[src/rtl/mem_port_arbiter.sv]
// mem_port_arbiter: shares one backing-memory port between the icache refill
// path and the dcache refill/writeback path. One transaction in flight at a time.
// Each response is routed to the requester that owns it.
// Build option: define MEM_ARB_RR_EN for round-robin tie-breaking. Otherwise the
// arbiter gives dcache fixed priority and a starvation counter protects icache.
module mem_port_arbiter #(
  parameter int ADDR_W     = 32,
  parameter int DATA_W     = 128,
  parameter int STARVE_MAX = 4
) (
  input  logic              clk,
  input  logic              reset,
  input  logic              ic_req_valid,
  input  logic [ADDR_W-1:0] ic_req_addr,
  output logic              ic_req_ready,
  output logic              ic_resp_valid,
  output logic [DATA_W-1:0] ic_resp_data,
  input  logic              dc_req_valid,
  input  logic              dc_req_rw,
  input  logic [ADDR_W-1:0] dc_req_addr,
  input  logic [DATA_W-1:0] dc_req_data,
  output logic              dc_req_ready,
  output logic              dc_resp_valid,
  output logic [DATA_W-1:0] dc_resp_data,
  output logic              mem_req_valid,
  output logic              mem_req_rw,
  output logic [ADDR_W-1:0] mem_req_addr,
  output logic [DATA_W-1:0] mem_req_data,
  input  logic              mem_req_ready,
  input  logic              mem_resp_valid,
  input  logic [DATA_W-1:0] mem_resp_data,
  output logic              mem_busy
);

  typedef enum logic [1:0] {
    IDLE  = 2'd0,
    ISSUE = 2'd1,
    WAIT  = 2'd2
  } state_t;

  state_t            state;
  logic              owner_ic;   // 1: in-flight transaction belongs to icache
  logic [DATA_W-1:0] resp_data;  // last response line, shared by both return ports
  logic              grant_ic;
  logic              grant_dc;

`ifdef MEM_ARB_RR_EN
  logic last_grant;  // 0 = dcache was granted last, 1 = icache

  // Round-robin winner selection: on a tie the requester not served last wins.
  always_comb begin
    grant_ic = 1'b0;
    grant_dc = 1'b0;
    if (state == IDLE) begin
      if (ic_req_valid && dc_req_valid) begin
        if (last_grant) grant_dc = 1'b1;
        else            grant_ic = 1'b1;
      end else begin
        grant_ic = ic_req_valid;
        grant_dc = dc_req_valid;
      end
    end
  end

  // Remember which requester was served most recently.
  always_ff @(posedge clk) begin
    if (reset) begin
      last_grant <= 1'b0;
    end else if (grant_ic) begin
      last_grant <= 1'b1;
    end else if (grant_dc) begin
      last_grant <= 1'b0;
    end
  end
`else
  localparam int CNT_W = $clog2(STARVE_MAX + 1);

  logic [CNT_W-1:0] starve_cnt;
  logic             starved;

  assign starved = (starve_cnt == CNT_W'(STARVE_MAX));

  // Fixed priority winner selection: dcache wins ties unless icache is starved.
  always_comb begin
    grant_ic = 1'b0;
    grant_dc = 1'b0;
    if (state == IDLE) begin
      if (ic_req_valid && dc_req_valid) begin
        if (starved) grant_ic = 1'b1;
        else         grant_dc = 1'b1;
      end else begin
        grant_ic = ic_req_valid;
        grant_dc = dc_req_valid;
      end
    end
  end

  // Count dcache grants that passed over a waiting icache; saturate at the limit.
  always_ff @(posedge clk) begin
    if (reset) begin
      starve_cnt <= '0;
    end else if (grant_dc) begin
      if (!ic_req_valid) starve_cnt <= '0;
      else if (!starved) starve_cnt <= starve_cnt + CNT_W'(1);
    end else if (grant_ic) begin
      starve_cnt <= '0;
    end
  end
`endif

  assign ic_req_ready = grant_ic;
  assign dc_req_ready = grant_dc;
  assign ic_resp_data = resp_data;
  assign dc_resp_data = resp_data;

  // Transaction FSM: latch the winner, present it to memory, then return the response.
  always_ff @(posedge clk) begin
    if (reset) begin
      state         <= IDLE;
      owner_ic      <= 1'b0;
      resp_data     <= '0;
      ic_resp_valid <= 1'b0;
      dc_resp_valid <= 1'b0;
      mem_req_valid <= 1'b0;
      mem_req_rw    <= 1'b0;
      mem_req_addr  <= '0;
      mem_req_data  <= '0;
      mem_busy      <= 1'b0;
    end else begin
      ic_resp_valid <= 1'b0;
      dc_resp_valid <= 1'b0;
      case (state)
        IDLE: begin
          if (grant_ic || grant_dc) begin
            owner_ic      <= grant_ic;
            mem_req_valid <= 1'b1;
            mem_req_rw    <= grant_dc ? dc_req_rw : 1'b0;
            mem_req_addr  <= grant_dc ? dc_req_addr : ic_req_addr;
            mem_req_data  <= grant_dc ? dc_req_data : '0;
            mem_busy      <= 1'b1;
            state         <= ISSUE;
          end
        end
        ISSUE: begin
          // Request fields are held until memory takes them; stray responses ignored.
          if (mem_req_ready) begin
            mem_req_valid <= 1'b0;
            state         <= WAIT;
          end
        end
        WAIT: begin
          if (mem_resp_valid) begin
            resp_data     <= mem_resp_data;
            ic_resp_valid <= owner_ic;
            dc_resp_valid <= !owner_ic;
            mem_busy      <= 1'b0;
            state         <= IDLE;
          end
        end
        default: begin
          state <= IDLE;
        end
      endcase
    end
  end

endmodule

[config.mk]
export PLATFORM = sky130hd
export DESIGN_NAME = mem_port_arbiter
export DESIGN_NICKNAME = d
export VERILOG_FILES = /design/src/rtl/mem_port_arbiter.sv
export SDC_FILE = /design/constraint.sdc
export NUM_CORES = 1
export LEC_CHECK = 0
export CORE_AREA = 2 2 295 297
export DETAILED_ROUTE_END_ITERATION = 12
export DIE_AREA = 0 0 297 299
export GPL_TIMING_DRIVEN = 0
export PLACE_DENSITY_LB_ADDON = 0.15
export SLEW_MARGIN = 25
export SYNTH_ARGS = -nofsm -noshare
export SYNTH_HDL_FRONTEND = slang
export SYNTH_SLANG_ARGS = --single-unit
[constraint.sdc]
create_clock -name clk -period 2.5 [get_ports clk]
set_input_delay 0.5 -clock clk [delete_from_list [all_inputs] [get_ports clk]]
set_output_delay 0.5 -clock clk [all_outputs]
set_load 0.005 [all_outputs]
Word level (Yosys, flattened, before mapping)
Index checks and enable logic that the tools add are counted.

Register bits after elaboration: 299. Bits in read-only memories: 0. Bits in writable memories: 0. Output and inout port bits: 423. Latch bits: 0. Memories kept: 0. Logic and storage cells: 57. Input port bits: 327.

$lt $le $gt $ge: 0. Multiply operators: 0. Bitwise operators: 2. Reduce and logical (&&, ||, !) cells: 14. Shifts and indexed selects: 0. Muxes and demuxes: 22. Add/sub/neg operators: 1. Equal/unequal tests: 7. Divide/modulo/power cells: 0.

Operator list (count): 2-to-1 mux 128 bit (1); 2-to-1 mux 32 bit (1); 2-to-1 mux 3 bit (4); 2-to-1 mux 1 bit (10); AND reduction 3 bit (3); 2-to-1 mux 2 bit (3); one-hot mux 2 bit (3 select lines) (1); AND reduction 2 bit (3); nonzero test 2 bit (3); != test 2 bit (second input constant) (2); one-hot mux 1 bit (2 select lines) (2); adder 3 x 1 -> 3 bit (second input constant) (1); == test 3 bit (second input constant) (1); != test 3 bit (second input constant) (1); OR reduction 3 bit (1); == test 2 x 1 -> 1 bit (second input constant) (1); == test 2 bit (second input constant) (1); zero test 2 bit (1); != test 2 x 1 -> 1 bit (second input constant) (1); NOT 1 bit (2); logical AND 1 bit (1); zero test 1 bit (1); logical OR 1 bit (1).

Longest topological paths before layout
Gate-level depths: netlist of the first run.

Word-level depth: 7. Depth in mapped cells: 8. Depth with buffers taken out: 5.

Worst setup path after synthesis of the first run
No wires, ideal clock.

Path kind: register -> output. From: register starve_cnt[0]. To: output port dc_req_ready. Data arrival time: 1.442 ns. Data required time: 2.000 ns. Stages on the path, launching flop included: 7. Path buffers: 2. Path slack: 0.558 ns. Cell sequence: dfxtp_1 > inv_1 > ha_1 > nand3_1 > clkbuf_1 > clkbuf_1 > and2_1.

Longest elaborated chain between the ends: 4.

Ends and longest elaborated chain: start: declaration (RTL line 78) `logic [CNT_W-1:0] starve_cnt;`; start signal: assignment (RTL line 104) `else if (!starved) starve_cnt <= starve_cnt + CNT_W'(1);`; == test 3 bit (RTL line 81) `assign starved = (starve_cnt == CNT_W'(STARVE_MAX));`; 2-to-1 mux 1 bit (RTL line 89) `if (starved) grant_ic = 1'b1;`; 2-to-1 mux 1 bit (RTL line 88) `if (ic_req_valid && dc_req_valid) begin`; 2-to-1 mux 1 bit (RTL line 87) `if (state == IDLE) begin`; end: declaration (RTL line 22) `output logic dc_req_ready,`.

Every way passes these cells.

Final worst setup path of the first run
From: input port ic_req_valid. To: output port ic_req_ready.

Longest elaborated chain between the ends: 3.

Ends and longest elaborated chain: start: declaration (RTL line 13) `input logic ic_req_valid,`; logical AND 1 bit (RTL line 88); 2-to-1 mux 1 bit * (RTL line 88); 2-to-1 mux 1 bit * (RTL line 87); end: declaration (RTL line 15) `output logic ic_req_ready,`.

Mark *: on every way between the ends. The rest lies on a longest branch, timed or not.

==> impl_results.md, run 1 <==
- M3 GR Usage: 0.0755
- Post-layout util: 0.267
- Distinct cells, synth: 32
- Total of max-cap violations: 0
- Clock-pin slew on the worst setup and hold paths: 0.05 ns
- Worst-margin pin slew: 1.01 ns
- Largest net degree at the start of global routing: 19
- Area contributors post-synth: dfxtp_1 (48%), a21oi_1 (12%), nand2_1 (7.8%)
- Later-pin clock latency in the skew report: 0.55 ns
- Fmax: 413 MHz
- Residual DRC count: 0
- Count of hold buffers inserted by post-cts repair: 0
- Initial antenna violation count: 22
- Post-layout instance area: 22900 um2
- Chip width: 297 um
- Critical Path Source Type: input port
- Synth Warn #: 0
- Crit path max-delay family: buffers and inverters
- Unrepaired setup endpoints after global routing: no
- Met1 usage: 0.152
- Mapped Nets: 1850
- Number of cell rows: 108
- Count of pins over their slew limit: 0
- Fin crit share: 0.968
- GPL Wtd Cong: 0.829
- Nets@finish: 2641
- Global routing usage on met2: 0.280
- H-tree lvl count: 2
- Synthesized cell area: 12500 um2
- DR pass1 iterations: 5
- Worst Path Buf+Inv: 3
- Setup violations, final: 0
- Avg Cell Area, Syn: 8.22 um2
- Number of global-route vias before repair: 14.5k
- Worst-path cell chain: clkdlybuf4s50_1 > inv_1 > a211oi_2 > buf_2
- First-pass GRT wire length: 101000 um
- Top cell type by total area after synthesis: dfxtp_1
- Routed Antenna Nets: 0
- #FFs+latches synth: 299
- # port buffers: 748
- Share of cells above drive strength 1: 0.114
- Io pins: 750
- Status: finished clean
- CTS sink cnt: 299
- Crit-path max FO: 15
- Wire per inst: 20.4 um
- Ys async rst share: 0
- EDFF count, synth: 0
- Total Routed Length: 71400 um
- Worst path arrival time: 1.92 ns
- Critical path endpoint category: primary output
- Routed via count: 14.2k
- Vias per cell: 4.04
- Lkg Pwr: 7.85 nW
- Total gr overflow: 0
- Die ar.: 88800 um2
- DPL Wire Length: 58200 um
- Setup Total Neg Slack: 0 ns
- Crit path max-delay cell type: clkdlybuf4s50_1
- Final hold vios: 0
- Cell Pwr Density: 578 nW/um2
- P&R area growth vs syn: 83.2%
- Iter 0 DRT Violations: 543
- Gr busiest metal: met2
- DP Area: 21400 um2
- Num CTS Buffers: 41
- Slew headroom: 0.325
- Worst vdd ir: 0.000406 V
- GRT Util Overall: 0.153
- Worst path required time: 2.00 ns
- Core area: 85900 um2
- Initial Util: 0.146
- CP Class: input port to primary output
- Root buf cell: clkbuf_16
- Hold WS: 0.464 ns
- CP peak stage delay: 0.65 ns
- Worst Hold Class: flop to flop
- Min cycle time layout: 2.42 ns
- Die extent in y: 299 um
- Post-synthesis sequential area ratio: 0.479
- Top FF cell, synth: dfxtp_1
- Share of the synthesized area in the top cell type: 0.479
- Mapped Cells: 1521
- CTS max path bufs: 3
- TritonCTS clock tree: done
- Tot Pwr: 13.2 mW
- Clock skew: 0.0200 ns
==> tightest hold or removal path: stages (launching register included) <==
cell,delay (ns)
dfxtp_1,0.31
nand2_1,0.05
a21oi_1,0.05
==> cell usage in the layout, fill, tap and decap left out, types with 2 or more instances in the layout <==
cell,Yosys,final
clkbuf_1,120,121
clkbuf_16,0,42
nand3b_1,3,3
inv_1,3,3
clkbuf_8,0,17
diode_2,0,10
dfxtp_1,299,298
nor4b_1,4,4
dlygate4sd2_1,0,2
buf_6,8,6
o21ai_0,132,132
buf_2,21,20
clkdlybuf4s50_1,0,745
nor4_1,32,32
buf_4,128,133
a2111oi_0,32,32
nand2_1,261,260
nor4b_2,28,28
nand3_1,133,132
nor2_1,4,3
buf_1,2,2
clkinv_2,0,3
a21oi_1,295,295
buf_12,0,2
==> report_power, final <==
part	total, mW	switching [mW]	internal, mW
combinational	2.22	0.997	1.23
sequential	5.17	0.165	5.01
clock	5.84	2.26	3.58
total	13.2	3.43	9.81
==> layout make-up <==
type                            instances  area (um2)
Antenna cell                           10        25.0
Clock inverter                          7        70.1
Multi-Input combinational cell        940        4940
Tap cell                             1155        1450
Inverter                                3        11.3
Buffer                                274        1640
Timing Repair Buffer                  753        7520
Clock buffer                           64        1270
Sequential cell                       299        5990
Fill cell                            9380       63000
==> metrics by stage <==
| step | std cells | setup slack (ns) |
|---|---|---|
| after floorplan | 1521 | 0.558 |
| after global placement | 3424 | -1.29 |
| after detailed placement | 3424 | -1.29 |
| after CTS | 3495 | 0.0321 |
| after global routing | 3501 | 0.00904 |
| final | 3505 | 0.0794 |
==> flip-flops by register name, indices dropped and copies added, names as in the netlist <==
| signal | flops |
|---|---|
| dc_resp_valid | 1 |
| state | 2 |
| dc_resp_data | 128 |
| mem_req_valid | 1 |
| mem_req_data | 128 |
| ic_resp_valid | 1 |
| mem_req_rw | 1 |
| mem_req_addr | 32 |
| mem_busy | 1 |
| owner_ic | 1 |
| starve_cnt | 3 |
==> layer usage <==
metal	share of wire	routed length [um]
met1	0.35	25200
met2	0.51	36300
met3	0.11	7620
met4	0.028	2030
met5	0.0020	146
==> final timing paths <==
check                                           startpoint                              to  slack [ns]  cells after the start
worst max-delay path                          ic_req_valid                    ic_req_ready        0.08                      4
worst min-delay path                 mem_busy$_SDFFE_PP0P_           mem_busy$_SDFFE_PP0P_        0.46                      2
worst max register to register  starve_cnt[0]$_SDFFE_PP0P_  mem_req_data[122]$_SDFFE_PP0P_        0.26                      7
worst min register to register       mem_busy$_SDFFE_PP0P_           mem_busy$_SDFFE_PP0P_        0.46                      2
==> kinds of logic (layout without fill, tap and decap cells) <==
kind of cell               count (synthesis)  in the layout  synth area share
adders and majority gates                  2              2           0.00200
DFF                                      299            299             0.479
buffers and inverters                    282           1101             0.130
and+or+nand+nor                          475            475             0.193
other                                      0             10                 0
AOI/OAI and AO/OA                        463            463             0.196
==> synth_stat cells, types with 2 or more instances <==
cell,count
dfxtp_1,299
a21oi_1,295
nand2_1,261
nand3_1,133
o21ai_0,132
buf_4,128
clkbuf_1,120
a2111oi_0,32
nor4_1,32
nor4b_2,28
buf_2,21
buf_6,8
nor2_1,4
nor4b_1,4
inv_1,3
nand3b_1,3
buf_1,2
ha_1,2
==> repair_timing <==
item / 4_1_cts / 5_1_grt
resized for setup: 28 / 1
endpoints found under the setup margin: 102 / 2
pin swaps: 1 / 0
setup buffers: 5 / 0
gates cloned: 0 / 0
Note: power is estimated with default switching activity, not from simulation.
==> run 2: changes to the inputs <==
--- a/config.mk
+++ b/config.mk
@@ -10,6 +10,7 @@
 export DIE_AREA = 0 0 297 299
 export GPL_TIMING_DRIVEN = 0
 export PLACE_DENSITY_LB_ADDON = 0.15
+export SKIP_LAST_GASP = 1
 export SLEW_MARGIN = 25
 export SYNTH_ARGS = -nofsm -noshare
 export SYNTH_HDL_FRONTEND = slang
==> results of run 2 <==
Same layout as run 1: the final DEF is identical, and so are final timing and power.
